**src/rtl/serial_paralelo_align.sv**
```systemverilog
// serial_paralelo_align
// Receive-side lane deserializer. It consumes an MSB-first serial stream, one
// bit per clk_32f. It hunts for the COM symbol and locks after LOCK_COUNT
// consecutive COMs that sit on byte boundaries. Once locked, it delivers
// parallel bytes with a valid flag and a byte strobe.
//
// Optional feature macro: SERIAL_PARALELO_LOSS_OF_LOCK_EN
//   When defined, a COM seen off a byte boundary while LOCKED drops the lane
//   back to HUNT. When undefined, the lane leaves LOCKED only through reset.
module serial_paralelo_align #(
    parameter logic [7:0]  COM_SYMBOL  = 8'hBC,
    parameter logic [7:0]  IDLE_SYMBOL = 8'h7C,
    parameter int unsigned LOCK_COUNT  = 4
) (
    input  logic       clk_32f,
    input  logic       reset,
    input  logic       data_in,
    output logic [7:0] data_out,
    output logic       valid_out,
    output logic       byte_strobe,
    output logic       active
);

    typedef enum logic [1:0] {
        ST_HUNT   = 2'd0,
        ST_ALIGN  = 2'd1,
        ST_LOCKED = 2'd2
    } state_t;

    localparam logic [3:0] LOCK_CNT = 4'(LOCK_COUNT);

    state_t     state_q,    state_d;
    logic [2:0] bit_cnt_q,  bit_cnt_d;
    logic [3:0] com_cnt_q,  com_cnt_d;
    logic [6:0] sr_q,       sr_d;
    logic [7:0] data_out_q, data_out_d;
    logic       valid_q,    valid_d;
    logic       strobe_q,   strobe_d;
    logic       active_q,   active_d;

    logic [7:0] win;
    logic       is_com;
    logic       is_idle;
    logic       boundary;

    // The byte window includes the bit that is arriving now, so a symbol is
    // recognised on the same edge that its last bit is sampled.
    always_comb begin
        win      = {sr_q, data_in};
        is_com   = (win == COM_SYMBOL);
        is_idle  = (win == IDLE_SYMBOL);
        boundary = (bit_cnt_q == 3'd7);
    end

    // Next-state logic: alignment FSM, byte delivery and output flags.
    always_comb begin
        state_d    = state_q;
        bit_cnt_d  = bit_cnt_q + 3'd1;
        com_cnt_d  = com_cnt_q;
        sr_d       = win[6:0];
        data_out_d = data_out_q;
        valid_d    = valid_q;
        strobe_d   = 1'b0;
        active_d   = active_q;

        case (state_q)
            ST_HUNT: begin
                if (is_com) begin
                    // The comma's last bit defines the byte phase. Counting
                    // restarts here, so the next boundary comes 8 edges later.
                    bit_cnt_d = 3'd0;
                    com_cnt_d = 4'd1;
                    if (LOCK_CNT == 4'd1) begin
                        state_d  = ST_LOCKED;
                        active_d = 1'b1;
                    end else begin
                        state_d = ST_ALIGN;
                    end
                end
            end

            ST_ALIGN: begin
                // Only boundary edges matter here. A comma between boundaries
                // is ignored.
                if (boundary) begin
                    if (is_com) begin
                        com_cnt_d = com_cnt_q + 4'd1;
                        if ((com_cnt_q + 4'd1) == LOCK_CNT) begin
                            state_d  = ST_LOCKED;
                            active_d = 1'b1;
                        end
                    end else begin
                        state_d   = ST_HUNT;
                        com_cnt_d = 4'd0;
                    end
                end
            end

            ST_LOCKED: begin
                if (boundary) begin
                    data_out_d = win;
                    strobe_d   = 1'b1;
                    valid_d    = !(is_com || is_idle);
                end
`ifdef SERIAL_PARALELO_LOSS_OF_LOCK_EN
                else if (is_com) begin
                    // A comma off the boundary means the byte phase has
                    // slipped. Drop lock but keep the last delivered byte.
                    state_d   = ST_HUNT;
                    com_cnt_d = 4'd0;
                    active_d  = 1'b0;
                    valid_d   = 1'b0;
                end
`endif
            end

            default: begin
                state_d = ST_HUNT;
            end
        endcase
    end

    // State and output registers, with asynchronous active-low clear.
    always_ff @(posedge clk_32f or negedge reset) begin
        if (!reset) begin
            state_q    <= ST_HUNT;
            bit_cnt_q  <= 3'd0;
            com_cnt_q  <= 4'd0;
            sr_q       <= 7'd0;
            data_out_q <= 8'h00;
            valid_q    <= 1'b0;
            strobe_q   <= 1'b0;
            active_q   <= 1'b0;
        end else begin
            state_q    <= state_d;
            bit_cnt_q  <= bit_cnt_d;
            com_cnt_q  <= com_cnt_d;
            sr_q       <= sr_d;
            data_out_q <= data_out_d;
            valid_q    <= valid_d;
            strobe_q   <= strobe_d;
            active_q   <= active_d;
        end
    end

    assign data_out    = data_out_q;
    assign valid_out   = valid_q;
    assign byte_strobe = strobe_q;
    assign active      = active_q;

endmodule

```
**config.mk**
```make
export PLATFORM = sky130hd
export DESIGN_NAME = serial_paralelo_align
export DESIGN_NICKNAME = d
export VERILOG_FILES = /design/src/rtl/serial_paralelo_align.sv
export SDC_FILE = /design/constraint.sdc
export NUM_CORES = 1
export LEC_CHECK = 0
export BUFFER_PORTS_ARGS = -buffer_cell sky130_fd_sc_hd__buf_2
export CAP_MARGIN = 20
export CORE_UTILIZATION = 30
export CTS_CLUSTER_SIZE = 25
export DETAILED_ROUTE_END_ITERATION = 16
export HOLD_SLACK_MARGIN = 0.12
export PLACE_DENSITY = 0.49
export REMOVE_ABC_BUFFERS = 1
export SYNTH_ARGS = -nofsm -noshare
export SYNTH_HDL_FRONTEND = slang
export SYNTH_SLANG_ARGS = --single-unit
```
**constraint.sdc**
```tcl
create_clock -name clk_32f -period 1.6 [get_ports clk_32f]
set_clock_uncertainty 0.15 [all_clocks]
set_input_delay 0.32 -clock clk_32f [delete_from_list [all_inputs] [get_ports clk_32f]]
set_output_delay 0.32 -clock clk_32f [all_outputs]
set_load 0.03 [all_outputs]
```
==> flow_summary.toml, run 1 <==
[timing]
period_share = 0.994
slew_viol_final = 0
max_freq_ghz = 0.629
tightestPinTransition_ns = 0.581
grt_setup_unrepaired = "true"
finalSetupViolCount = 0
fin_crit_ns = 1.59
hold_viol_final = 0
slew_headroom = 0.612

[worst_setup_path]
worstRegToRegCells = 7
reg2reg_to = "com_cnt_q[2]"
cp-startpoint = "bit_cnt_q[0]"
cp-end-kind = "flop"
start_kind = "flop"
ff2ff_setup_slack_ns = 0.009
critPathRequiredTime_ns = 1.60
critPathKind = "flop to flop"
arrival_ns = 1.60
crit_end = "com_cnt_q[2]"
reg2reg_from = "bit_cnt_q[0]"
path_max_fanout = 5

[power]
power_frac_comb = 0.113
p_leak_nw = 0.724
seqPwrFrac = 0.595
power_w = 0.00129
ir_drop_mv = 0.529
internal-power_w = 0.000981
swShare = 0.237
power.density_nw_per_um2 = 836
p_sw_w = 0.000304
clkPwrFrac = 0.292

[logic_synthesis]
synth_area_leaders = "dfrtp_1, mux2_2, ha_1"
synth-edff-count = 0
synth_seq_area_share = 0.579
synth_top_cell_area_share = 0.579
synthFlopType = "dfrtp_1"
syn_inst = 92
synth.most_common_cell = "dfrtp_1"
avgSynthCellArea_sq_um = 12.7
yosysTopAreaCell = "dfrtp_1"
netlist_area_sq_um = 1170
synthTopCellsByCount = "dfrtp_1, mux2_2, nand2_1"
ys_types = 33
ys_ff_latch = 27
yosys_warnings = 0
synthArstFlopShare = 1.00

[placement]
hpwl_mm = 1.61
place_congestion = 0.763
port_buffers = 13

[die]
io_pins = 14
dieArea_sq_um = 4140
rows = 22
die_h_microns = 64.4
coreArea_sq_um = 3690
start_util = 0.316
die_w_microns = 64.4

[global_routing]
grt_usage = 0.122
grt_pass1_vias = 880
grt_max_degree = 28
grt_pass1_wl_mm = 3.88
overflow = 0
antenna_found_initial = 0

[flow_run]
cap_violations = 0

[status]
status = "finished, final reports clean"

[clocking]
clock_latency_ns = 0.27
cts_sinks = 27
clk_pin_slew_ns = 0.09
clock_path_buffers = 2
cts_buffers = 3
h-tree-depth = 1
cts_tree = "yes"
root_buffer = "clkbuf_8"

[layout]
final_util = 0.417
diodes = 0
fin_nets = 133
drive_gt1_frac = 0.448
syn_to_final_growth_pct = 31.6

[route]
drc_errors = 0
initialDrtViolationCount = 27
wirelength_mm = 2.17
detail-route-antenna-nets = 0
vias_per_cell = 4.74
drtPass1Iterations = 4
vias = 820
wire_per_inst_microns = 12.5

[hold_path]
worst_hold_path_type = "flop to flop"
worst min-delay path by stage:
| stage | start | cells past startpoint | slack, ns | end |
|---|---|---|---|---|
| 3_3_place_gp | reset | 1 | 0.21 | data_out[3] |
| 2_1_floorplan | reset | 0 | -0.13 | active |
| 5_1_grt | bit_cnt_q[0] | 1 | 0.33 | bit_cnt_q[0] |
| 4_1_cts | bit_cnt_q[0] | 1 | 0.30 | bit_cnt_q[0] |
| 6_report | bit_cnt_q[0] | 1 | 0.29 | bit_cnt_q[0] |
| 3_5_place_dp | reset | 1 | 0.21 | data_out[3] |
through the flow:
stage          std cells  setup WS (ns)  setup TNS [ns]  hold WS, ns  area (sq um)
5_1_grt              173        -0.0500          -0.173        0.325          1540
3_3_place_gp         166        -0.0483          -0.480        0.207          1410
2_1_floorplan         88         -0.110          -0.879       -0.126          1140
6_report             173        0.00891               0        0.295          1540
4_1_cts              172       0.000753               0        0.296          1500
3_5_place_dp         166        -0.0666          -0.669        0.213          1410
layout by cell type (no fill, tap or decap), types with 3 or more instances in the layout:
cell type / netlist / final
nand2_1: 7 / 7
clkbuf_8: 0 / 3
buf_4: 0 / 16
mux2_2: 8 / 8
dfrtp_1: 27 / 27
buf_2: 2 / 13
nor2_1: 3 / 3
inv_1: 5 / 5
what timing repair did:
item / CTS / global route
gates resized for setup: 8 / 6
endpoints found under the setup margin: 13 / 7
setup buffers: 0 / 1
hold buffers: 2 / 0
hold endpoints to repair: 28 / 0
pin swaps: 4 / 5
per-layer routing:
metal | part of all wire | up-vias | global-route usage
met2 | 0.52 | 14 | 0.195
met3 | 0.020 | 4 | 0.0214
met5 | 0 | - | 0
met4 | 0.015 | 0 | 0.0611
met1 | 0.45 | 408 | 0.157
li1 | - | 394 | -
logic make-up after synthesis:
group           Yosys count  share of synthesized area
buf+inv                   9                     0.0375
flops                    27                      0.579
compound gates           15                     0.0965
xor+xnor                  2                     0.0150
mux                       8                     0.0772
fa+ha+maj                 4                     0.0429
simple gates             27                      0.152
final cells by class:
type                            instances  area, sq um
Clock buffer                            3         41.3
Clock inverter                          1         5.00
Fill cell                             372         2150
Inverter                                5         18.8
Multi-Input combinational cell         56          499
Sequential cell                        27          676
Tap cell                               48         60.1
Timing Repair Buffer                   33          236
state kept, by name, indices dropped and copies added (netlist names):
register,flops
data_out,8
valid_out,1
sr_q,7
state_q,2
byte_strobe,1
bit_cnt_q,3
active,1
com_cnt_q,4
worst max-delay path, cell delays in order (launching register included):
cell and delay, ns:
dfrtp_1 0.36, ha_2 0.19, ha_4 0.14, buf_6 0.11
nor2b_4 0.04, o21ai_1 0.12, o31ai_1 0.09, a311o_1 0.28
power by group through the flow:
stage / logic, W / registers [W] / clock network [W]
final: 0.000145 / 0.000764 / 0.000376
after global routing: 0.000163 / 0.000771 / 0.000424
after CTS: 0.000139 / 0.000764 / 0.000399
after detailed placement: 0.000126 / 0.000770 / 0
after global placement: 0.000124 / 0.000770 / 0
after floorplan: 0.0000629 / 0.000770 / 0
(Power assumes the default switching activity.)
==> inputs of run 2 (changes only) <==
--- a/config.mk
+++ b/config.mk
@@ -11,8 +11,9 @@
 export CTS_CLUSTER_SIZE = 25
 export DETAILED_ROUTE_END_ITERATION = 16
 export HOLD_SLACK_MARGIN = 0.12
-export PLACE_DENSITY = 0.49
+export PLACE_DENSITY = 0.48
 export REMOVE_ABC_BUFFERS = 1
+export SKIP_LAST_GASP = 1
 export SYNTH_ARGS = -nofsm -noshare
 export SYNTH_HDL_FRONTEND = slang
 export SYNTH_SLANG_ARGS = --single-unit
==> constraint.sdc (replaced) <==
create_clock -name clk_32f -period 1.8 [get_ports clk_32f]
set_clock_uncertainty 0.15 [all_clocks]
set_input_delay 0.36 -clock clk_32f [delete_from_list [all_inputs] [get_ports clk_32f]]
set_output_delay 0.36 -clock clk_32f [all_outputs]
set_load 0.03 [all_outputs]
==> run 2 against run 1 <==
Effect of this change: critical path depth unchanged; global-route usage is 1.1 points lower; power down 13%; largest power group unchanged; sequential share of layout area is 5.4 points higher; highest routed layer unchanged.
==> flow_summary.toml, run 2 (synthesis results as in run 1) <==
[placement]
place_congestion = 0.760
port_buffers = 13
place_ws_ns = 0.0603
hpwl_mm = 1.53

[route]
drtPass1Iterations = 4
initialDrtViolationCount = 14
detail-route-antenna-nets = 0
vias_per_cell = 4.75
drc_errors = 0
vias = 751
wirelength_mm = 2.03
wire_per_inst_microns = 12.9

[layout]
final_util = 0.371
layout_commonest_cell = "dfrtp_1"
drive_gt1_frac = 0.309
diodes = 0
syn_to_final_growth_pct = 17.3
fin_nets = 118
fillers = 383
largest_reg_flops = 8
layout_common_cells = "dfrtp_1, buf_2, mux2_2"

[timing]
grt_setup_unrepaired = "false"
fin_setup_tns_ns = 0
period_share = 0.926
max_freq_ghz = 0.600
fin_ws_ns = 0.134
slew_viol_final = 0
hold_viol_final = 0
tightestPinTransition_ns = 0.600
fin_crit_ns = 1.67
finalSetupViolCount = 0
slew_headroom = 0.600

[global_routing]
antenna_found_initial = 0
grt_max_degree = 28
grt_pass1_wl_mm = 3.57
grt_pass1_vias = 775
overflow = 0
grt_usage = 0.110

[worst_setup_path]
critPathKind = "flop to flop"
arrival_ns = 1.67
start_kind = "flop"
cp-end-kind = "flop"
path_max_fanout = 4
critPathRequiredTime_ns = 1.81

[power]
p_leak_nw = 0.643
ir_drop_mv = 0.371
power.density_nw_per_um2 = 816

[clocking]
h-tree-depth = 1
post_cts_buffers = 0
clock_latency_ns = 0.27
root_buffer = "clkbuf_8"
cts_tree = "yes"
clock_path_buffers = 2
clk_pin_slew_ns = 0.10
cts_buffers = 3
cts_sinks = 27

[die]
die_w_microns = 64.4
dieArea_sq_um = 4140
start_util = 0.316
io_pins = 14
die_h_microns = 64.4
rows = 22
coreArea_sq_um = 3690

[hold_path]
worst_hold_path_type = "primary input to flop"

[status]
status = "finished, final reports clean"

[flow_run]
cap_violations = 0
-- run 2: cell count changes in the layout (fill, tap and decap cells not counted), sizes merged --
cell and delta:
clkinv -1, clkinvlp +1, buf -15
-- run 2: layout make-up --
type | count | area (sq um) | share of cell area
Tap cell | 48 | 60.1 | 0.0439
Sequential cell | 27 | 676 | 0.494
Multi-Input combinational cell | 56 | 458 | 0.335
Inverter | 5 | 18.8 | 0.0137
Timing Repair Buffer | 18 | 108 | 0.0786
Clock inverter | 1 | 7.51 | 0.00548
Clock buffer | 3 | 41.3 | 0.0302
-- run 2: per-stage QoR --
stage / area, sq um / hold slack (ns) / instances / power, W
4_1_cts: 1360 / 0.193 / 158 / 0.00113
3_5_place_dp: 1290 / 0.253 / 152 / 0.000777
3_3_place_gp: 1290 / 0.246 / 152 / 0.000773
2_1_floorplan: 1140 / -0.0856 / 88 / 0.000740
6_report: 1370 / 0.194 / 158 / 0.00112
5_1_grt: 1370 / 0.202 / 158 / 0.00117
-- run 2: worst paths after layout --
path | slack (ns) | cells past startpoint | startpoint | to
worst min register to register | 0.27 | 0 | sr_q[0] | sr_q[1]
max in group asynchronous | 0.64 | 2 | reset | bit_cnt_q[2]
worst max-delay path | 0.13 | 7 | bit_cnt_q[0] | com_cnt_q[2]
worst min-delay path | 0.19 | 2 | data_in | data_out[0]
worst max register to register | 0.13 | 7 | bit_cnt_q[0] | com_cnt_q[2]
min in group asynchronous | 0.47 | 2 | reset | data_out[3]
-- run 2: what timing repair did --
action / CTS / global route
endpoints found under the setup margin: 0 / 2
gates resized for setup: 0 / 2
endpoints found under the hold margin: 28 / 0
hold buffers: 2 / 0
-- run 2: power breakdown --
group | leakage (nW) | total [W] | switching (W) | internal (W)
sequential | 0.348 | 0.000678 | 0.0000316 | 0.000647
clock | 0.0217 | 0.000349 | 0.000192 | 0.000157
combinational | 0.273 | 0.0000902 | 0.0000457 | 0.0000445
total | 0.643 | 0.00112 | 0.000269 | 0.000848
-- run 2: per-layer routing --
metal	GRT usage	vias up	routed length, microns
met5	0	-	0
met4	0.0250	0	7
met3	0.0214	2	36
met2	0.180	7	1020
met1	0.150	376	966
li1	-	366	-
-- run 2: critical path, stage by stage, from the launching register on --
cell and delay [ns]:
dfrtp_1 0.36, ha_1 0.15, ha_2 0.19, buf_4 0.13
nor2b_1 0.05, o21ai_0 0.14, o31ai_1 0.10, a311o_1 0.29
